## config.mk

```make
export PLATFORM = sky130hd
export DESIGN_NAME = pia_bus_master
export DESIGN_NICKNAME = d
export VERILOG_FILES = /design/src/rtl/pia_bus_master.sv
export SDC_FILE = /design/constraint.sdc
export NUM_CORES = 1
export LEC_CHECK = 0
export CAP_MARGIN = 25
export CORE_ASPECT_RATIO = 0.5
export CORE_UTILIZATION = 41
export CTS_CLUSTER_DIAMETER = 120
export DETAILED_ROUTE_END_ITERATION = 6
export PLACE_DENSITY = 0.76
export SYNTH_ARGS = -nofsm -noshare
export SYNTH_HDL_FRONTEND = slang
export SYNTH_SLANG_ARGS = --single-unit
```

## constraint.sdc

```tcl
create_clock -name clk -period 1.7 [get_ports clk]
set_clock_uncertainty 0.2 [all_clocks]
set_input_delay 0.425 -clock clk [delete_from_list [all_inputs] [get_ports clk]]
set_output_delay 0.425 -clock clk [all_outputs]
set_load 0.01 [all_outputs]
```

## src/rtl/pia_bus_master.sv

```systemverilog
// pia_bus_master: host-side initiator for the MC6820 PIA register port.
// Each host request becomes exactly one timed PIA cycle: SETUP, ENABLE and HOLD.
// A read returns the PIA DO value captured at the end of ENABLE; a write returns 0.
// The PIA interrupt lines are synchronised separately into irq_pending.
// Timing: the accept edge drives the bus. rsp_valid rises on the edge that follows
// SETUP_CYC+ENABLE_CYC+HOLD_CYC cycles, which is the (SETUP+ENABLE+HOLD+1)th edge
// when the accept edge is counted as the first.
module pia_bus_master #(
  parameter int unsigned SETUP_CYC  = 1,
  parameter int unsigned ENABLE_CYC = 2,
  parameter int unsigned HOLD_CYC   = 1,
  parameter logic [2:0]  CS_SEL     = 3'b011,
  parameter logic [2:0]  CS_IDLE    = 3'b100
) (
  input  logic       clk,
  input  logic       reset_n,
  input  logic       req_valid,
  output logic       req_ready,
  input  logic       req_write,
  input  logic [1:0] req_rs,
  input  logic [7:0] req_wdata,
  output logic       rsp_valid,
  input  logic       rsp_ready,
  output logic [7:0] rsp_rdata,
  output logic [2:0] pia_cs,
  output logic [1:0] pia_rs,
  output logic       pia_rw,
  output logic       pia_enable,
  output logic [7:0] pia_di,
  input  logic [7:0] pia_do,
  input  logic       pia_irqa_n,
  input  logic       pia_irqb_n,
  output logic       irq_pending
);

  // The phase counter is 4 bits wide, so longer phases cannot be represented.
  if (SETUP_CYC > 15 || ENABLE_CYC > 15 || HOLD_CYC > 15 || ENABLE_CYC < 1) begin : g_bad_param
    $error("pia_bus_master: phase lengths must be 0..15 (ENABLE_CYC 1..15)");
  end

  // Counter reload values (phase length - 1). A zero-length phase is skipped.
  localparam int unsigned SetupLoad  = (SETUP_CYC > 0) ? SETUP_CYC - 1 : 0;
  localparam int unsigned EnableLoad = ENABLE_CYC - 1;
  localparam int unsigned HoldLoad   = (HOLD_CYC > 0) ? HOLD_CYC - 1 : 0;

  typedef enum logic [2:0] {
    S_IDLE,
    S_SETUP,
    S_ENABLE,
    S_HOLD,
    S_RESP
  } state_e;

  state_e     state_q, state_d;
  logic [3:0] cnt_q, cnt_d;
  logic [2:0] cs_q, cs_d;
  logic [1:0] rs_q, rs_d;
  logic       rw_q, rw_d;
  logic       en_q, en_d;
  logic [7:0] di_q, di_d;
  logic       rspv_q, rspv_d;
  logic [7:0] rdata_q, rdata_d;
  logic [1:0] irqa_sync_q, irqb_sync_q;
  logic       irq_q;

  // Next-state and next bus values for the cycle sequencer.
  always_comb begin
    state_d = state_q;
    cnt_d   = cnt_q;
    cs_d    = cs_q;
    rs_d    = rs_q;
    rw_d    = rw_q;
    en_d    = en_q;
    di_d    = di_q;
    rspv_d  = rspv_q;
    rdata_d = rdata_q;
    unique case (state_q)
      S_IDLE: begin
        if (req_valid) begin
          cs_d = CS_SEL;
          rs_d = req_rs;
          rw_d = req_write;
          di_d = req_write ? req_wdata : 8'h00;
          if (SETUP_CYC == 0) begin
            en_d    = 1'b1;
            cnt_d   = 4'(EnableLoad);
            state_d = S_ENABLE;
          end else begin
            cnt_d   = 4'(SetupLoad);
            state_d = S_SETUP;
          end
        end
      end
      S_SETUP: begin
        if (cnt_q == 4'd0) begin
          en_d    = 1'b1;
          cnt_d   = 4'(EnableLoad);
          state_d = S_ENABLE;
        end else begin
          cnt_d = cnt_q - 4'd1;
        end
      end
      S_ENABLE: begin
        if (cnt_q == 4'd0) begin
          en_d    = 1'b0;
          rdata_d = rw_q ? 8'h00 : pia_do;
          if (HOLD_CYC == 0) begin
            cs_d    = CS_IDLE;
            rw_d    = 1'b0;
            di_d    = 8'h00;
            rspv_d  = 1'b1;
            state_d = S_RESP;
          end else begin
            cnt_d   = 4'(HoldLoad);
            state_d = S_HOLD;
          end
        end else begin
          cnt_d = cnt_q - 4'd1;
        end
      end
      S_HOLD: begin
        if (cnt_q == 4'd0) begin
          cs_d    = CS_IDLE;
          rw_d    = 1'b0;
          di_d    = 8'h00;
          rspv_d  = 1'b1;
          state_d = S_RESP;
        end else begin
          cnt_d = cnt_q - 4'd1;
        end
      end
      S_RESP: begin
        if (rsp_ready) begin
          rspv_d  = 1'b0;
          state_d = S_IDLE;
        end
      end
      default: state_d = S_IDLE;
    endcase
  end

  // Sequencer and bus registers; reset abandons any cycle in flight.
  always_ff @(posedge clk or negedge reset_n) begin
    if (!reset_n) begin
      state_q <= S_IDLE;
      cnt_q   <= 4'd0;
      cs_q    <= CS_IDLE;
      rs_q    <= 2'b00;
      rw_q    <= 1'b0;
      en_q    <= 1'b0;
      di_q    <= 8'h00;
      rspv_q  <= 1'b0;
      rdata_q <= 8'h00;
    end else begin
      state_q <= state_d;
      cnt_q   <= cnt_d;
      cs_q    <= cs_d;
      rs_q    <= rs_d;
      rw_q    <= rw_d;
      en_q    <= en_d;
      di_q    <= di_d;
      rspv_q  <= rspv_d;
      rdata_q <= rdata_d;
    end
  end

  // Two-flop synchronisers on both interrupt lines plus a registered OR.
  always_ff @(posedge clk or negedge reset_n) begin
    if (!reset_n) begin
      irqa_sync_q <= 2'b00;
      irqb_sync_q <= 2'b00;
      irq_q       <= 1'b0;
    end else begin
      irqa_sync_q <= {irqa_sync_q[0], ~pia_irqa_n};
      irqb_sync_q <= {irqb_sync_q[0], ~pia_irqb_n};
      irq_q       <= irqa_sync_q[1] | irqb_sync_q[1];
    end
  end

  assign req_ready   = (state_q == S_IDLE);
  assign rsp_valid   = rspv_q;
  assign rsp_rdata   = rdata_q;
  assign pia_cs      = cs_q;
  assign pia_rs      = rs_q;
  assign pia_rw      = rw_q;
  assign pia_enable  = en_q;
  assign pia_di      = di_q;
  assign irq_pending = irq_q;

endmodule
```

* Word level (Yosys, flattened, before mapping)
Index checks and enable logic that the tools add are counted.
** Word-level totals
- Flip-flop bits (word level) :: 36
- Input bits :: 25
- Output and inout port bits :: 26
- Logic and storage cells :: 64
** Cells by class
- Add/subtract/negate cells :: 1
- Equal/unequal tests :: 10
- Multiplexer cells :: 25
- Bitwise logic cells :: 3
- Reductions and logical operators :: 13
** Operator list (count)
- 2-to-1 mux 8 bit :: 4
- 2-to-1 mux 3 bit :: 6
- 2-to-1 mux 4 bit :: 4
- case mux 4 bit (4 select lines) :: 1
- case mux 8 bit (2 select lines) :: 1
- case mux 3 bit (5 select lines) :: 1
- != test 2 bit (second input constant) :: 6
- AND reduction 3 bit :: 4
- == test 3 x 2 -> 1 bit (second input constant) :: 2
- case mux 1 bit (2 select lines) :: 3
- case mux 3 bit (2 select lines) :: 1
- nonzero test 2 bit :: 3
- AND reduction 5 bit :: 1
- logical NOT 4 bit :: 1
- 2-to-1 mux 1 bit :: 4
- AND reduction 2 bit :: 2
- nonzero test 4 bit :: 1
- subtractor 4 x 1 -> 4 bit (second input constant) :: 1
- == test 3 x 1 -> 1 bit (second input constant) :: 1
- == test 3 bit (second input constant) :: 1
- logical NOT 3 bit :: 1
- NOT 1 bit :: 2
- bitwise OR 1 bit :: 1

* Logic depth before layout (Yosys ltp)
- Word-level depth :: 3
- Gate-level depth with buffers :: 6

* Worst setup path after synthesis
Ideal clock, no wire load.
- Path kind :: flip-flop to flip-flop
- Start :: reg cnt_q[0]
- End :: reg rdata_q[2] (netlist: rsp_rdata[2])
- Setup time :: 0.128 ns
- Arrival time :: 1.473 ns
- Data required time :: 1.372 ns
- Setup slack :: -0.101 ns
- Cell stages (with the launch flop) :: 7
- Path buffers :: 1
- Period minus slack after synthesis :: 1.801 ns
- Path through :: dfrtp_1 inv_1 ha_1 nor3b_2 buf_2 nand3_2 mux2_1
** Between the ends
- Longest elaborated chain between the ends :: 2
** Ends and longest elaborated chain
- start: declaration :: line 55 : logic [3:0] cnt_q, cnt_d;
- start signal: assignment :: line 156 : cnt_q <= cnt_d;
- logical NOT 4 bit :: line 104 : if (cnt_q == 4'd0) begin
- AND reduction 2 bit (no line)
- end signal: assignment :: line 163 : rdata_q <= rdata_d;
- end: declaration :: line 62 : logic [7:0] rdata_q, rdata_d;
Every way passes these cells.
A chain may end at the register's enable or synchronous reset.

* Worst setup path after layout
- Start :: reg state_q[0]
- End :: reg rs_q[1] (netlist: pia_rs[1])
** Between the ends
- Longest elaborated chain between the ends :: 2
** Ends and longest elaborated chain
- start: declaration :: line 54 : state_e state_q, state_d;
- start signal: assignment :: line 155 : state_q <= state_d;
- logical NOT 3 bit :: line 77 : unique case (state_q)
- AND reduction 2 bit (no line)
- end signal: assignment :: line 158 : rs_q <= rs_d;
- end: declaration :: line 57 : logic [1:0] rs_q, rs_d;
Every way passes these cells.

==> impl_metrics.tcl <==
set metrics [dict create \
    status "finished, violations left" \
    violations "setup timing" \
    ys.flop_type "dfrtp_1" \
    synth_area_sq_um 1630 \
    path_class "flip-flop to flip-flop" \
    grt_max_degree 36 \
    ys_seq_area_share_pct 53.8 \
    synth_mux_area_share_pct 7.37 \
    period_minus_slack_ps 1830 \
    clock_path_buffers 2 \
    grt-busiest-layer "met2" \
    place.gp.congestion 0.796 \
    die_area_sq_um 4240 \
    drive_gt1_share_pct 39.6 \
    synth-adder-area-share_pct 1.54 \
    cp-end-kind "flip-flop" \
    vias 1374 \
    synth_compound_area_share_pct 15.5 \
    num_io_pins 51 \
    area.growth.synth_to_final_pct 63.9 \
    htreeDepth 2 \
    seqCellArea_sq_um 877 \
    drtAntennaViolNets 0 \
    cts_buffers 5 \
    fp.dieW_um 91.1 \
    ys_ff_latch 35 \
    grt_use_total_pct 20.8 \
    grtUsageMet1_pct 26.2 \
    grt_first_pass_wirelength_um 6470 \
    drv_cap 0 \
    diodes 0 \
    async_reset_ff_share_pct 100 \
    first_pass_iters 4 \
    synth_top_area_share_pct 52.2 \
    coreArea_sq_um 3600 \
    gr-usage-met2_pct 37.3 \
    synth_top_family_by_area "simple AND/OR/NAND/NOR gates" \
    max_freq_mhz 546 \
    place_inst 258 \
    rsz0062_at_grt "true" \
    ys_top_cells_by_count "dfrtp_1, nand2_1, inv_1, nor2b_1, o22ai_2" \
    synth_cells 143 \
    synth.largest_area_cell "dfrtp_1" \
    drt-vias-per-instance 5.03 \
    drt_wl_total_um 4280 \
    initial_core_util_pct 45.2 \
    synth_xor_area_share_pct 0.538 \
    cts_root_buf "clkbuf_8" \
    dr.first_iter.drc_count 61 \
    grt-ovfl-total 0 \
    hold_viol 0 \
    grt_pass1_vias 1346 \
    slew_violations 0 \
    grt_use_met3_pct 4.79 \
    clk_latency_ps 300 \
    crit_required_ps 1690 \
    min_path_type "flip-flop to flip-flop" \
    clkTransAtPathRegs_ps 80 \
    tightest_slew_ps 488 \
    hpwl_um 2590 \
    n_fill_cell 260 \
    synth_nets 170 \
    p_per_area_nw_per_um2 1700 \
    wire_per_inst_um 15.7 \
    rows 15 \
    min_period_over_period_pct 108 \
    setup_tns_ps -1450 \
    cp.arrival_ps 1820 \
    synth_area_per_cell_sq_um 11.4 \
    setup_viol_count_final 20 \
    yosysMostFrequentCell "dfrtp_1" \
    synth.distinct_cells 39 \
    die_y_um 46.6 \
    multiInputGateArea_sq_um 827 \
    start_kind "flip-flop" \
    layout_setup_ws_ps -131 \
    layout.nets 248 \
    port_buffers 50 \
    antenna_found_initial 0 \
    crit_fanout 6 \
    yosys_warnings 0 \
    cts_tree "yes" \
    vdd_drop_max_uv 921 \
    max_slew_margin_pct 67.2 \
    yosys-top-cells-area "dfrtp_1, o22ai_2, mux2_2, nand2_1, nor2b_1" \
    clkSinkCount 35 \
    stdcell_count 273 \
    p_leak_nw 1.23 \
    synthSimpleGateAreaFrac_pct 16.0 \
    post-route-drc-count 0 \
    synth-edff-count 0 \
]
[cells in the final DEF, fill, tap and decap left out, types with 3 or more instances in the layout]
master,n
inv_1,7
buf_2,4
dfrtp_1,34
nand2_4,5
nor2_1,3
nor2b_1,8
buf_6,5
o22ai_2,9
mux2_4,3
a21oi_1,5
clkbuf_8,5
mux2_2,7
buf_12,3
buf_4,17
clkdlybuf4s50_1,22
dlygate4sd2_1,25
nand2_1,15
[flip-flops by register name (all words and copies together), names as in the netlist, 2 cells and up]
name,flops
cnt_q,4
irqa_sync_q,2
irqb_sync_q,2
pia_cs,2
pia_di,8
pia_rs,2
rsp_rdata,8
state_q,3
[layer usage]
layer | share of wire [%] | up-vias
met3 | 3.6 | 2
met2 | 51 | 29
met4 | 0.37 | 0
met1 | 45 | 687
met5 | 0 | -
li1 | - | 656
[power breakdown]
part	switching [mW]	internal (mW)
Clock	0.331	0.437
Sequential	0.209	1.14
Combinational	1.07	1.34
[path summary, 6_finish.rpt]
check / start / depth (start not counted) / slack, ps / endpoint
max in group asynchronous: reset_n / 3 / 600 / pia_cs[2]$_DFFE_PN1P_
worst max register to register: state_q[0]$_DFFE_PN0P_ / 4 / -130 / pia_rs[1]$_DFFE_PN0P_
worst min-delay path: irqb_sync_q[0]$_DFF_PN0_ / 0 / 150 / irqb_sync_q[1]$_DFF_PN0_
worst min register to register: irqb_sync_q[0]$_DFF_PN0_ / 0 / 150 / irqb_sync_q[1]$_DFF_PN0_
worst max-delay path: state_q[0]$_DFFE_PN0P_ / 4 / -130 / pia_rs[1]$_DFFE_PN0P_
min in group asynchronous: reset_n / 3 / 450 / pia_rw$_DFFE_PN0P_
[timing repair]
| item | in CTS | in global routing |
|---|---|---|
| setup buffers | 4 | 1 |
| setup endpoints to repair | 49 | 30 |
| hold endpoints to repair | 34 | 0 |
| hold buffers | 1 | 0 |
| gates cloned | 2 | 0 |
| gates resized for setup | 58 | 22 |
| pin swaps | 5 | 11 |
[layout make-up]
class / count / share of cell area, %
repair buffers: 79 / 28.3
clock inverters: 3 / 1.64
well taps: 51 / 2.39
clock buffers: 5 / 2.58
multi-input cells: 91 / 31.0
inverters: 9 / 1.27
flip-flops and latches: 35 / 32.8
[critical path: stages (launching register included)]
cell     delay, ps
dfrtp_1        400
buf_6          120
or4b_4         550
buf_8          160
mux2_4         290
[stage by stage]
stage / cell area, sq um / hold WS (ps) / total power [mW] / worst slack [ps] / utilization, %
after floorplan: 1640 / -70.6 / 2.35 / -11.3 / -
after global placement: 2350 / 133 / 3.29 / -469 / 65.1
after detailed placement: 2350 / 136 / 3.34 / -481 / 65.1
after CTS: 2590 / 153 / 4.27 / -129 / 71.8
after global routing: 2670 / 156 / 4.79 / -153 / 74.1
final: 2670 / 150 / 4.53 / -131 / 74.1
[cells by family (layout without fill, tap and decap cells)]
logic type / count (synthesis) / after routing
AOI/OAI and AO/OA: 30 / 30
and+or+nand+nor: 48 / 48
muxes: 10 / 10
DFF: 35 / 35
buffers and inverters: 17 / 96
xor gates and xnor gates: 1 / 1
adders and majority gates: 2 / 2
Note: power is estimated with default switching activity, not from simulation.
